--- config.mk ---
export PLATFORM = sky130hd
export DESIGN_NAME = cu_microseq
export DESIGN_NICKNAME = d
export VERILOG_FILES = /design/src/rtl/cu_pkg.sv /design/src/rtl/cu_cond_eval.sv /design/src/rtl/cu_microseq.sv
export SDC_FILE = /design/constraint.sdc
export NUM_CORES = 1
export LEC_CHECK = 0
export ABC_AREA = 1
export CORE_MARGIN = 2
export CORE_UTILIZATION = 33
export CTS_CLUSTER_DIAMETER = 50
export CTS_CLUSTER_SIZE = 8
export DETAILED_ROUTE_END_ITERATION = 10
export PLACE_DENSITY = 0.95
export SETUP_SLACK_MARGIN = 0.4
export SLEW_MARGIN = 25
export SYNTH_ARGS = -nofsm -noshare
export SYNTH_HDL_FRONTEND = slang
export SYNTH_SLANG_ARGS = --single-unit
--- constraint.sdc ---
create_clock -name clk -period 2.7 [get_ports clk]
set_clock_uncertainty 0.15 [all_clocks]
set_input_delay 0.27 -clock clk [delete_from_list [all_inputs] [get_ports clk]]
set_output_delay 0.27 -clock clk [all_outputs]
set_load 0.05 [all_outputs]
--- src/rtl/cu_pkg.sv ---
// Shared types and constants for the ARM-subset multicycle control unit:
// FSM states, ALU opcodes, datapath mux selects and condition codes.
package cu_pkg;

    typedef enum logic [3:0] {
        RST = 4'd0,
        F0  = 4'd1,
        F1  = 4'd2,
        DEC = 4'd3,
        DP  = 4'd4,
        LSA = 4'd5,
        LSD = 4'd6,
        LSM = 4'd7,
        LSW = 4'd8,
        BL0 = 4'd9,
        BR  = 4'd10
    } state_t;

    localparam logic [3:0] ALU_ADD = 4'b0100;
    localparam logic [3:0] ALU_SUB = 4'b0010;

    // port-A register select
    localparam logic [1:0] MA_RN = 2'd0;
    localparam logic [1:0] MA_RD = 2'd1;
    localparam logic [1:0] MA_PC = 2'd2;

    // ALU B source
    localparam logic [1:0] MB_RM   = 2'd0;
    localparam logic [1:0] MB_IMM  = 2'd1;
    localparam logic [1:0] MB_OFS  = 2'd2;
    localparam logic [1:0] MB_FOUR = 2'd3;

    // write-register select
    localparam logic [1:0] MC_RD = 2'd0;
    localparam logic [1:0] MC_RN = 2'd1;
    localparam logic [1:0] MC_LR = 2'd2;
    localparam logic [1:0] MC_PC = 2'd3;

    localparam logic [3:0] CC_EQ = 4'b0000;
    localparam logic [3:0] CC_NE = 4'b0001;
    localparam logic [3:0] CC_CS = 4'b0010;
    localparam logic [3:0] CC_CC = 4'b0011;
    localparam logic [3:0] CC_MI = 4'b0100;
    localparam logic [3:0] CC_PL = 4'b0101;
    localparam logic [3:0] CC_VS = 4'b0110;
    localparam logic [3:0] CC_VC = 4'b0111;
    localparam logic [3:0] CC_HI = 4'b1000;
    localparam logic [3:0] CC_LS = 4'b1001;
    localparam logic [3:0] CC_GE = 4'b1010;
    localparam logic [3:0] CC_LT = 4'b1011;
    localparam logic [3:0] CC_GT = 4'b1100;
    localparam logic [3:0] CC_LE = 4'b1101;
    localparam logic [3:0] CC_AL = 4'b1110;
    localparam logic [3:0] CC_NV = 4'b1111;

endpackage

--- src/rtl/cu_cond_eval.sv ---
// ARM condition-field evaluator: pass=1 when cond holds for flags {N,Z,C,V}.
// The NV encoding never passes; the sequencer treats it as undefined.
module cu_cond_eval
    import cu_pkg::*;
(
    input  logic [3:0] cond,
    input  logic [3:0] flags,
    output logic       pass
);

    logic n, z, c, v;
    assign {n, z, c, v} = flags;

    always_comb begin
        pass = 1'b0;
        case (cond)
            CC_EQ: pass = z;
            CC_NE: pass = !z;
            CC_CS: pass = c;
            CC_CC: pass = !c;
            CC_MI: pass = n;
            CC_PL: pass = !n;
            CC_VS: pass = v;
            CC_VC: pass = !v;
            CC_HI: pass = c && !z;
            CC_LS: pass = !c || z;
            CC_GE: pass = (n == v);
            CC_LT: pass = (n != v);
            CC_GT: pass = !z && (n == v);
            CC_LE: pass = z || (n != v);
            CC_AL: pass = 1'b1;
            default: pass = 1'b0;
        endcase
    end

endmodule

--- src/rtl/cu_microseq.sv ---
// Multicycle Moore control sequencer for the ARM-subset datapath (DP, LDR/STR imm, B/BL).
// Define CU_MOC_TIMEOUT_EN to abort memory waits after MOC_TIMEOUT cycles without moc.
module cu_microseq
    import cu_pkg::*;
#(
    parameter int MOC_TIMEOUT = 255
) (
    input  logic        clk,
    input  logic        reset,
    input  logic [31:0] ir,
    input  logic [3:0]  flags,
    input  logic        moc,
    output logic [1:0]  ma,
    output logic [1:0]  mb,
    output logic [1:0]  mc,
    output logic        md,
    output logic        me,
    output logic        mf,
    output logic        mg,
    output logic        mh,
    output logic [3:0]  op,
    output logic        rf_ld,
    output logic        ir_ld,
    output logic        mar_ld,
    output logic        mdr_ld,
    output logic        flag_ld,
    output logic        mov,
    output logic        rw,
    output logic        und,
    output logic        abort,
    output logic [3:0]  state
);

    state_t cur, nxt;
    logic   cond_pass;
    logic   expired;

    assign state = cur;

    cu_cond_eval u_cond (
        .cond  (ir[31:28]),
        .flags (flags),
        .pass  (cond_pass)
    );

`ifdef CU_MOC_TIMEOUT_EN
    logic [7:0] wait_cnt;

    // moc in the expiry cycle still completes the access
    assign expired = (cur == F1 || cur == LSM) && !moc && (wait_cnt == 8'(MOC_TIMEOUT));

    always_ff @(posedge clk) begin
        if (reset)
            wait_cnt <= '0;
        else if (nxt != cur)
            wait_cnt <= '0;
        else if (!moc)
            wait_cnt <= wait_cnt + 8'd1;
    end
`else
    logic [7:0] unused_timeout;
    assign unused_timeout = 8'(MOC_TIMEOUT);
    assign expired = 1'b0;
`endif

    logic unused_ir;
    assign unused_ir = ^{ir[22:21], ir[19:0]};

    always_ff @(posedge clk) begin
        if (reset)
            cur <= RST;
        else
            cur <= nxt;
    end

    always_comb begin
        nxt     = cur;
        ma      = MA_RN;
        mb      = MB_RM;
        mc      = MC_RD;
        md      = 1'b0;
        me      = 1'b0;
        mf      = 1'b0;
        mg      = 1'b0;
        mh      = 1'b0;
        op      = 4'b0000;
        rf_ld   = 1'b0;
        ir_ld   = 1'b0;
        mar_ld  = 1'b0;
        mdr_ld  = 1'b0;
        flag_ld = 1'b0;
        mov     = 1'b0;
        rw      = 1'b0;
        und     = 1'b0;
        abort   = 1'b0;

        case (cur)
            RST: nxt = F0;
            F0: begin
                mg     = 1'b1;
                mar_ld = 1'b1;
                ma     = MA_PC;
                mb     = MB_FOUR;
                md     = 1'b1;
                op     = ALU_ADD;
                mc     = MC_PC;
                rf_ld  = 1'b1;
                nxt    = F1;
            end
            F1: begin
                if (expired) begin
                    abort = 1'b1;
                    nxt   = F0;
                end else begin
                    mov = 1'b1;
                    rw  = 1'b1;
                    if (moc) begin
                        ir_ld = 1'b1;
                        nxt   = DEC;
                    end
                end
            end
            DEC: begin
                nxt = F0;
                if (ir[31:28] == CC_NV)
                    und = 1'b1;
                else if (cond_pass) begin
                    case (ir[27:25])
                        3'b000, 3'b001: nxt = DP;
                        3'b010, 3'b011: nxt = LSA;
                        3'b101:         nxt = ir[24] ? BL0 : BR;
                        default:        und = 1'b1;
                    endcase
                end
            end
            DP: begin
                mb      = ir[25] ? MB_IMM : MB_RM;
                flag_ld = ir[20];
                // TST/TEQ/CMP/CMN only update flags
                rf_ld   = (ir[24:23] != 2'b10);
                nxt     = F0;
            end
            LSA: begin
                mb     = MB_OFS;
                md     = 1'b1;
                op     = ir[23] ? ALU_ADD : ALU_SUB;
                mar_ld = 1'b1;
                nxt    = ir[20] ? LSM : LSD;
            end
            LSD: begin
                ma     = MA_RD;
                mf     = 1'b1;
                mdr_ld = 1'b1;
                nxt    = LSM;
            end
            LSM: begin
                if (expired) begin
                    abort = 1'b1;
                    nxt   = F0;
                end else begin
                    mov = 1'b1;
                    rw  = ir[20];
                    if (moc) begin
                        if (ir[20]) begin
                            mdr_ld = 1'b1;
                            nxt    = LSW;
                        end else
                            nxt = F0;
                    end
                end
            end
            LSW: begin
                mh    = 1'b1;
                rf_ld = 1'b1;
                nxt   = F0;
            end
            BL0: begin
                ma    = MA_PC;
                me    = 1'b1;
                md    = 1'b1;
                op    = ALU_ADD;
                mc    = MC_LR;
                rf_ld = 1'b1;
                nxt   = BR;
            end
            BR: begin
                ma    = MA_PC;
                mb    = MB_OFS;
                md    = 1'b1;
                op    = ALU_ADD;
                mc    = MC_PC;
                rf_ld = 1'b1;
                nxt   = F0;
            end
            default: nxt = RST;
        endcase
    end

endmodule

## Word-level counts from Yosys, hierarchy flattened

Index checks and enable logic that the tools add are counted.

| storage, ports and cells | value |
|---|---|
| output and inout port bits | 28 |
| register bits | 4 |
| input port bits | 39 |

| cells by class | value |
|---|---|
| reductions and logical operators | 23 |
| mux-type cells | 35 |
| eq/ne operators | 34 |

Operator list:

| kind | number |
|---|---|
| $eq A4 B4 Y1 const B | 11 |
| $eq A4 B3 Y1 const B | 8 |
| $pmux W4 S8 | 1 |
| $mux W4 | 5 |
| $mux W1 | 18 |
| $eq A4 B2 Y1 const B | 4 |
| $pmux W1 S15 | 1 |
| $pmux W4 S3 | 1 |
| $reduce_or A2 Y1 | 6 |
| $reduce_or A4 Y1 | 3 |
| $eq A4 B1 Y1 const B | 2 |
| $logic_not A4 Y1 | 2 |
| $pmux W2 S2 | 2 |
| $eq A3 B2 Y1 const B | 2 |
| $ne A2 B2 Y1 const B | 3 |
| $pmux W1 S2 | 3 |
| $pmux W2 S3 | 1 |
| $pmux W3 S2 | 1 |
| $reduce_or A5 Y1 | 1 |
| $logic_not A1 Y1 | 4 |
| $eq A3 B1 Y1 const B | 1 |
| $eq A3 B3 Y1 const B | 1 |
| $logic_not A3 Y1 | 1 |
| $mux W3 | 1 |
| 7 further kinds | 9 |

## Logic depth before layout (Yosys ltp)

Gate-level depths: netlist of the first run.

| depth | value |
|---|---|
| depth in word-level cells | 6 |
| gate-level depth with buffers | 13 |
| depth with buffers taken out | 13 |

## Cells and area by module

From an unflattened synthesis of the first run, not the netlist that was laid out.

| unflattened totals | value |
|---|---|
| cells, all modules | 156 |
| area, all modules | 744.5 um^2 |

Modules (own cells, without submodules):

| module | times used | cells each | area an instance (um^2) |
|---|---|---|---|
| cu_microseq | 1 | 101 | 515.5 |
| cu_cond_eval | 1 | 55 | 229.0 |

## Worst setup path before layout of the first run

No wires, ideal clock.

| timing path | value |
|---|---|
| path kind | reg2out |
| start | register cur[0], in the netlist state[0] |
| end | output md |
| path buffers | 0 |
| cell stages (with the launch flop) | 11 |
| arrival time | 2896 ps |
| path slack | -616 ps |
| cell sequence | dfxtp_1 > inv_1 > nor2_2 > inv_1 > nor2_2 > inv_1 > nor2_1 > inv_1 > nand2_1 > nor2_1 > nand2_1 |

| between the ends | value |
|---|---|
| word-level cells in the longest chain between the ends | 3 |
| elaborated cells between the ends (all ways) | 6 |

Ends and longest elaborated chain:

| item | line | RTL |
|---|---|---|
| start: declaration | cu_microseq.sv:34 | `state_t cur, nxt;` |
| start signal: assignment | cu_microseq.sv:73 | `cur <= nxt;` |
| $eq A4 B4 Y1 (tied with other cells) | cu_microseq.sv:97 | `case (cur)` |
| $reduce_or A4 Y1 (no line) (*) | - |  |
| $mux W1 (*) | cu_microseq.sv:97 |  |
| end: declaration | cu_microseq.sv:16 | `output logic md,` |

Every way passes the cells marked *; elsewhere a longest branch is shown, timed or not.

## Worst setup path after layout of the first run

| timing path | value |
|---|---|
| start | input flags[3] |
| end | output und |

| between the ends | value |
|---|---|
| word-level cells in the longest chain between the ends | 6 |
| elaborated cells between the ends (all ways) | 9 |

Ends and longest elaborated chain:

| item | line | RTL |
|---|---|---|
| start: declaration | cu_microseq.sv:11 | `input logic [3:0] flags,` |
| $ne A1 B1 Y1 / $eq A1 B1 Y1 (equally long branches) | - |  |
| $logic_or A1 B1 Y1 / $logic_and A1 B1 Y1 (equally long branches) | cu_cond_eval.sv:30, cu_cond_eval.sv:29 |  |
| $pmux W1 S15 (*) | cu_cond_eval.sv:16 | `case (cond)` |
| $mux W1 (*) | cu_microseq.sv:127 | `else if (cond_pass) begin` |
| $mux W1 (*) | cu_microseq.sv:125 | `if (ir[31:28] == CC_NV)` |
| $mux W1 (*) | cu_microseq.sv:97 |  |
| end: declaration | cu_microseq.sv:29 | `output logic und,` |

Marks and branches as above.

==> results.cfg, run 1 <==
[timing]
timing_hold_violations_final = 0
timing.final.crit_period_ns = 2.275
rsz0062_at_grt = true
setup_viol = 0
min_period_over_period = 0.8426
setup_ws_ns = 0.4250
tightestPinTransition_ns = 0.5078
max_freq_mhz = 439.6
timing_max_transition_violations_final = 0
timing.max_slew.rel_slack = 0.6609
timing.setup.tns_ns = 0

[power]
ir_worst_vdd_v = 0.0002683
powerDensity_mw_per_mm2 = 425.3
power_leakage_nw = 0.7288

[routing]
routed_len_inst_um = 9.524
routed_wirelength_um = 2143
post-route-drc-count = 0
detailroute.via_count = 1025
ant_nets = 0
drtIter0Drc = 44
routed_via_density = 4.556
drt-pass1-iter-count = 4

[synthesis]
postSynthAreaPerCell_sq_um = 4.737
post_synth_instance_area_sq_um = 729.5
synth-warning-count = 0
seq_area_frac_synth = 0.1098
yosys.cell_types.count = 20
syn_inst = 154
netlist_top_cells_area = sky130_fd_sc_hd__nand2_1 25%, sky130_fd_sc_hd__inv_1 15%, sky130_fd_sc_hd__nor2_1 14%
synth_largest_type_area_fraction = 0.2521
synth.largest_area_cell = sky130_fd_sc_hd__nand2_1
ys_ff_latch = 4

[outcome]
outcome = finished, final reports clean

[cts]
cts_max_level = 1
clock_sink_count = 4
post-cts-setup-buffer-count = 0
clock_tree.buffer_depth = 2
cts_root_cell = sky130_fd_sc_hd__clkbuf_4
clock_insertion_delay_worst_skew_ns = 0.24
numCtsBuffers = 3
tritoncts = yes
clock_input_transition_at_the_sequential_cells_of_the_worst_setup_and_hold_paths_ns = 0.04

[critical_path]
top_delay_family_on_crit_path = buffers and inverters
cp_num_buf_inv = 3
crit_chain = clkdlybuf4s50_1, inv_1, nand2_1, nand3_1, nand2_1, nand2_1, nand2_1, nor2_2, nand2_2, nand3_1, a21boi_2, buf_12
cp_num_cells = 12
slowest_stage = sky130_fd_sc_hd__clkdlybuf4s50_1
critical_path.most_common_cell = sky130_fd_sc_hd__nand2_1
reg2reg_from = state[2]$_SDFFE_PP0P_
criticalPathCategory = input port to primary output
worst-r2r-setup-slack_ns = 1.13
reg2reg_depth = 10
crit_path_required_time_ns = 2.28
cp.arrival_ns = 1.86
slowest_delay_ns = 0.53
critical_path.reg2reg.endpoint = state[0]$_SDFFE_PP0P_
critical_path.max_fanout = 5
worst_setup_path_end_kind = primary output
setup.worst_path.start_class = input port

[placed_design]
placement.cell_area_sq_mm = 0.001195
port_buffers = 41
gpl.final_weighted_congestion = 0.8630
preCtsSetupSlack_ns = 0.3236
dp_hpwl_um = 1754
number_of_placed_instances_taps_included = 221

[floorplan]
design.die.area_sq_mm = 0.002603
dieWidth_um = 51.02
ioPinCount = 67
fp.coreArea_sq_mm = 0.002148
die_height_um = 51.02
start_util = 0.3395
rows = 17

[finish]
syn_to_final_growth_pct = 66.55
drive_gt1_frac = 0.1929
largest_register_ff_count = 4
mostFrequentLayoutCell = sky130_fd_sc_hd__nand2_1
layout.nets = 237
final_cell_area_sq_mm = 0.001215
num_antenna_cells = 0
layout_common_cells = 46 x sky130_fd_sc_hd__nand2_1, 27 x sky130_fd_sc_hd__inv_1, 23 x sky130_fd_sc_hd__nor2_1, 18 x sky130_fd_sc_hd__clkdlybuf4s50_1, 13 x sky130_fd_sc_hd__nand3_1
stdcell_count = 225

[global_routing]
gr-usage-all-layers = 0.1603
grt_max_degree = 8
antenna_found_initial = 0
grt_pass1_vias = 842
grt_first_pass_wirelength_um = 3325
grt.overflow.total = 0

[hold_path]
worstHoldPathType = input port to register
hold_depth = 2
min-delay-start = reset
worstHoldEndpoint = state[0]$_SDFFE_PP0P_

[flow_run]
number_of_max_cap_violations = 0
repair_timing:
item                       CTS  global route
gates resized for setup     14            16
setup endpoints to repair   12            10
hold endpoints to repair     0             0
hold buffers                 0             0
pin swaps                    1             0
stage by stage:
step	power, mW	hold slack, ns	utilization
3_5_place_dp	0.4474	0.5273	0.5562
3_3_place_gp	0.4425	0.5179	0.5562
5_1_grt	0.5449	0.4943	0.5655
4_1_cts	0.5173	0.4833	0.5644
6_report	0.5167	0.4878	0.5655
2_1_floorplan	0.3309	0.1733	-
cells by family (layout without fill, tap and decap cells):
group | count (synthesis) | in the layout | share of synthesized area
flops | 4 | 4 | 0.1098
compound gates | 8 | 8 | 0.06690
simple gates | 105 | 105 | 0.6123
other cells | 1 | 3 | 0.005141
buf+inv | 36 | 77 | 0.2058
synthesized netlist by cell type (all sizes together):
cell	instances
buf	4
nand4	2
clkinv	1
a21boi	2
nor2	33
conb	1
nor4	1
o21ai	2
nand3	13
dfxtp	4
nand2	51
inv	31
a21oi	4
nand3b	2
nor3	3
layout make-up:
cell class	count	area (sq um)
clock buffer	4	26.28
fill	199	933.4
inverter	32	120.1
multi-input combinational	116	549.3
sequential	4	86.33
tap	28	35.03
timing repair buffer	41	397.9
worst register-to-register path: cells and delay by family (launching register included):
family                 cells  cell delay [ns]
AND/OR/NAND/NOR            6             0.54
AO/OA/AOI/OAI              1             0.11
flip-flops                 1             0.44
buffers and inverters      3             0.27
per-layer routing:
metal / track usage / wire [um] / vias up
li1: - / - / 545
met1: 0.2014 / 941 / 428
met2: 0.2814 / 994 / 46
met3: 0.03216 / 183 / 6
met4: 0.03153 / 25 / 0
met5: 0 / 0 / -
how the worst max path moves through the flow:
stage,to,startpoint
final,und,flags[3]
after global routing,und,flags[3]
after CTS,mdr_ld,state[2]$_SDFFE_PP0P_
after detailed placement,und,ir[31]
after global placement,und,ir[31]
after floorplan,op[2],state[0]$_SDFFE_PP0P_
where the power goes:
group / internal [mW] / switching (mW)
sequential: 0.0664 / 0.00901
combinational: 0.106 / 0.251
clock: 0.0558 / 0.0290
total: 0.228 / 0.289
(Power assumes the default switching activity.)
==> inputs of run 2 (changes only) <==
Settings changed: CORE_UTILIZATION 33 to 28, PLACE_DENSITY 0.95 to 0.87.
Clock period 2.7 ns to 2 ns, I/O delays scaled along.
==> results.cfg, run 2 (synthesis results as in run 1) <==
[cts]
tritoncts = yes
clock_tree.buffer_depth = 2
clock_insertion_delay_worst_skew_ns = 0.25
numCtsBuffers = 3
clock_sink_count = 4
clock_input_transition_at_the_sequential_cells_of_the_worst_setup_and_hold_paths_ns = 0.05
cts_root_cell = sky130_fd_sc_hd__clkbuf_4
cts_max_level = 1
cts_hold_buf = 0

[global_routing]
grt_first_pass_wirelength_um = 5037
grt_max_degree = 8
gr-usage-all-layers = 0.2269
antenna_found_initial = 0
grt.overflow.total = 0
grt_pass1_vias = 1188

[floorplan]
dieWidth_um = 55.04
die_height_um = 55.04
design.die.area_sq_mm = 0.003029
start_util = 0.2944
rows = 18
fp.coreArea_sq_mm = 0.002477
ioPinCount = 67

[routing]
drtIter0Drc = 34
routed_via_density = 5.157
post-route-drc-count = 0
routed_wirelength_um = 3862
routed_len_inst_um = 15.15
drt-pass1-iter-count = 4
detailroute.via_count = 1315
ant_nets = 0

[flow_run]
number_of_max_cap_violations = 0

[power]
ir_worst_vdd_v = 0.0006375
powerDensity_mw_per_mm2 = 536.8
power_leakage_nw = 0.9384

[critical_path]
reg2reg_depth = 11
critical_path.max_fanout = 5
setup.worst_path.start_class = register
cp_num_cells = 11
slowest_delay_ns = 0.36
cp_num_buf_inv = 5
slowest_stage = sky130_fd_sc_hd__dfxtp_4
crit_path_required_time_ns = 1.65
criticalPathCategory = register to primary output
critical_path.most_common_cell = sky130_fd_sc_hd__nor2_4
worst_setup_path_end_kind = primary output
top_delay_family_on_crit_path = simple AND/OR/NAND/NOR gates
cp.arrival_ns = 1.52
crit_chain = inv_2, nor2_4, inv_4, nor2_4, inv_2, nor2_4, inv_4, nand2_8, nor2_4, nand2_4, buf_12

[finish]
layout_common_cells = 35 x sky130_fd_sc_hd__nand2_1, 25 x sky130_fd_sc_hd__buf_4, 19 x sky130_fd_sc_hd__buf_12, 15 x sky130_fd_sc_hd__inv_1, 14 x sky130_fd_sc_hd__nor2_4
drive_gt1_frac = 0.5422
syn_to_final_growth_pct = 157.3
mostFrequentLayoutCell = sky130_fd_sc_hd__nand2_1
num_antenna_cells = 0
fillers = 143
layout.nets = 266
final_cell_area_sq_mm = 0.001877
stdcell_count = 255
largest_register_ff_count = 4

[timing]
rsz0062_at_grt = true
timing_max_transition_violations_final = 0
timing.max_slew.rel_slack = 0.6424
timing.final.crit_period_ns = 1.873
tightestPinTransition_ns = 0.5386
timing_hold_violations_final = 0
setup_viol = 0
max_freq_mhz = 533.8
min_period_over_period = 0.9367

[placed_design]
dp_hpwl_um = 2064
placement.cell_area_sq_mm = 0.001563
number_of_placed_instances_taps_included = 228
port_buffers = 41
gpl.final_weighted_congestion = 0.8347

[hold_path]
worstHoldPathType = input port to register
hold_depth = 2

[outcome]
outcome = finished, final reports clean
-- run 2: cell type report --
type	count	area, sq um	area share
multi-input cells	116	768.2	0.4093
inverters	32	135.1	0.07200
clock buffers	3	22.52	0.01200
repair buffers	70	818.3	0.4360
well taps	30	37.54	0.02000
flip-flops and latches	4	95.09	0.05067
-- run 2: what timing repair did --
item / in CTS / in global routing
buffers inserted: 15 / 9
resized for setup: 42 / 25
cloned: 0 / 0
endpoints found under the setup margin: 25 / 25
pin swaps: 20 / 9
-- run 2: worst paths after layout --
kind                            slack (ns)               endpoint                   from
worst max-delay path                  0.13                     md  state[0]$_SDFFE_PP0P_
worst min-delay path                  0.40  state[0]$_SDFFE_PP0P_                  reset
worst max register to register        0.39  state[0]$_SDFFE_PP0P_  state[2]$_SDFFE_PP0P_
worst min register to register        0.66  state[1]$_SDFFE_PP0P_  state[1]$_SDFFE_PP0P_
-- run 2: through the flow --
stage	hold slack, ns	worst slack [ns]	TNS (ns)	utilization	power (mW)
final	0.4018	0.1265	0	0.7576	1.008
after floorplan	0.1033	-0.03668	-0.09442	-	0.5021
after CTS	0.4127	0.1986	0	0.7131	0.9396
after global placement	0.5615	-0.09054	-0.1035	0.6308	0.7784
after detailed placement	0.5713	-0.1055	-0.1399	0.6308	0.7870
after global routing	0.4249	0.04429	0	0.7576	1.048
-- run 2: report_power, final --
group | internal, mW | total (mW) | switching (mW)
Sequential | 0.0884 | 0.108 | 0.0194
Clock | 0.0677 | 0.108 | 0.0407
Combinational | 0.333 | 0.791 | 0.459
-- run 2: routing by layer --
metal  track usage  share of wire
met1        0.2585           0.36
met5             0              0
met4       0.08943          0.063
met3       0.04301          0.068
met2        0.4127           0.51
==> inputs of run 3 (changes only) <==
Settings changed: CORE_MARGIN 2 to 1.5, CTS_CLUSTER_DIAMETER 50 to 60.
==> results.cfg, run 3 (synthesis results as in run 1) <==
[outcome]
outcome = finished, final reports clean

[global_routing]
grt.overflow.total = 0
grt_max_degree = 8
grt_first_pass_wirelength_um = 5112
antenna_found_initial = 0
gr-usage-all-layers = 0.2460
grt_pass1_vias = 1165

[cts]
cts_max_level = 1
cts_hold_buf = 0
clock_tree.buffer_depth = 2
clock_insertion_delay_worst_skew_ns = 0.26
clock_input_transition_at_the_sequential_cells_of_the_worst_setup_and_hold_paths_ns = 0.05
numCtsBuffers = 3
cts_root_cell = sky130_fd_sc_hd__clkbuf_4
clock_sink_count = 4
tritoncts = yes

[finish]
mostFrequentLayoutCell = sky130_fd_sc_hd__nand2_1
syn_to_final_growth_pct = 157.5
num_antenna_cells = 0
fillers = 152
largest_register_ff_count = 4
layout_common_cells = 34 x sky130_fd_sc_hd__nand2_1, 21 x sky130_fd_sc_hd__buf_4, 19 x sky130_fd_sc_hd__buf_12, 15 x sky130_fd_sc_hd__inv_1, 12 x sky130_fd_sc_hd__nor2_4
layout.nets = 266
fin_util = 0.7581
drive_gt1_frac = 0.5778
final_cell_area_sq_mm = 0.001878
multiInputGateArea_sq_um = 772.0
final-seq-area_sq_um = 95.09

[power]
total_power_mw = 1.012
power_leakage_nw = 0.9316
powerDensity_mw_per_mm2 = 538.9
ir_worst_vdd_v = 0.0005924

[routing]
routed_len_inst_um = 15.77
routed_wirelength_um = 4022
detailroute.via_count = 1329
drtIter0Drc = 59
drt-pass1-iter-count = 4
routed_via_density = 5.212
post-route-drc-count = 0
ant_nets = 0

[timing]
setup_viol = 0
max_freq_mhz = 510.7
timing.max_slew.rel_slack = 0.6508
tightestPinTransition_ns = 0.5259
min_period_over_period = 0.9790
rsz0062_at_grt = true
timing_max_transition_violations_final = 0
timing.setup.tns_ns = 0
timing.final.crit_period_ns = 1.958
timing_hold_violations_final = 0

[floorplan]
dieWidth_um = 54.04
design.die.area_sq_mm = 0.002920
fp.coreArea_sq_mm = 0.002477
start_util = 0.2944
ioPinCount = 67
rows = 18
die_height_um = 54.04

[placed_design]
port_buffers = 41
placement.cell_area_sq_mm = 0.001578
dp_hpwl_um = 2064
gpl.final_weighted_congestion = 0.8311

[critical_path]
setup.worst_path.start_class = register
critical_path.max_fanout = 6
reg2reg_depth = 9
criticalPathCategory = register to primary output
cp.arrival_ns = 1.61
crit_path_required_time_ns = 1.65
worst_setup_path_end_kind = primary output

[hold_path]
worstHoldPathType = input port to register
hold_depth = 2

[flow_run]
number_of_max_cap_violations = 0
-- run 3: cell types whose count changed in the layout (fill, tap and decap cells not counted), sizes merged --
cell | before | now
clkdlybuf4s15 | 3 | 0
dlygate4sd2 | 6 | 5
buf | 50 | 51
clkbuf | 6 | 9
-- run 3: worst max-delay path: stages (launching register included) --
cell and delay (ns):
sky130_fd_sc_hd__dfxtp_4 0.40, sky130_fd_sc_hd__inv_2 0.04, sky130_fd_sc_hd__nor2_1 0.17, sky130_fd_sc_hd__inv_2 0.10, sky130_fd_sc_hd__nor2_4 0.18, sky130_fd_sc_hd__nand2_4 0.10
sky130_fd_sc_hd__nand2_8 0.08, sky130_fd_sc_hd__nor2_4 0.06, sky130_fd_sc_hd__nand2_4 0.08, sky130_fd_sc_hd__buf_12 0.13
-- run 3: final cells by class --
class / instances / share of cell area
timing repair buffer: 70 / 0.4330
multi-input combinational: 116 / 0.4111
inverter: 32 / 0.07328
sequential: 4 / 0.05063
tap: 30 / 0.01999
clock buffer: 3 / 0.01199
-- run 3: timing repair --
item                       CTS  global route
setup endpoints to repair   26            25
buffers inserted            15             7
cloned                       0             0
pin swaps                   16            13
gates resized for setup     33            46
-- run 3: final timing paths --
path	startpoint	endpoint	slack [ns]
max reg2reg	state[3]$_SDFFE_PP0P_	state[3]$_SDFFE_PP0P_	0.39
max	state[3]$_SDFFE_PP0P_	md	0.04
min	reset	state[3]$_SDFFE_PP0P_	0.39
min reg2reg	state[2]$_SDFFE_PP0P_	state[0]$_SDFFE_PP0P_	0.60
-- run 3: metal layers --
layer,up-vias,track usage,part of all wire
li1,604,-,-
met1,606,0.2714,0.35
met2,92,0.4431,0.52
met3,27,0.03611,0.073
met4,0,0.1417,0.053
met5,-,0,0
-- run 3: report_power, final --
| group | leakage, nW | internal (mW) | switching [mW] |
|---|---|---|---|
| sequential | 0.0355 | 0.0884 | 0.0195 |
| combinational | 0.882 | 0.331 | 0.461 |
| clock | 0.0138 | 0.0679 | 0.0444 |
-- run 3: metrics by stage --
| step | hold WS [ns] | setup slack (ns) | cells |
|---|---|---|---|
| 2_1_floorplan | 0.1033 | -0.03668 | 156 |
| 3_3_place_gp | 0.5577 | -0.08939 | 230 |
| 3_5_place_dp | 0.5729 | -0.1263 | 230 |
| 4_1_cts | 0.3862 | 0.1703 | 248 |
| 5_1_grt | 0.3898 | -0.04442 | 255 |
| 6_report | 0.3884 | 0.04200 | 255 |
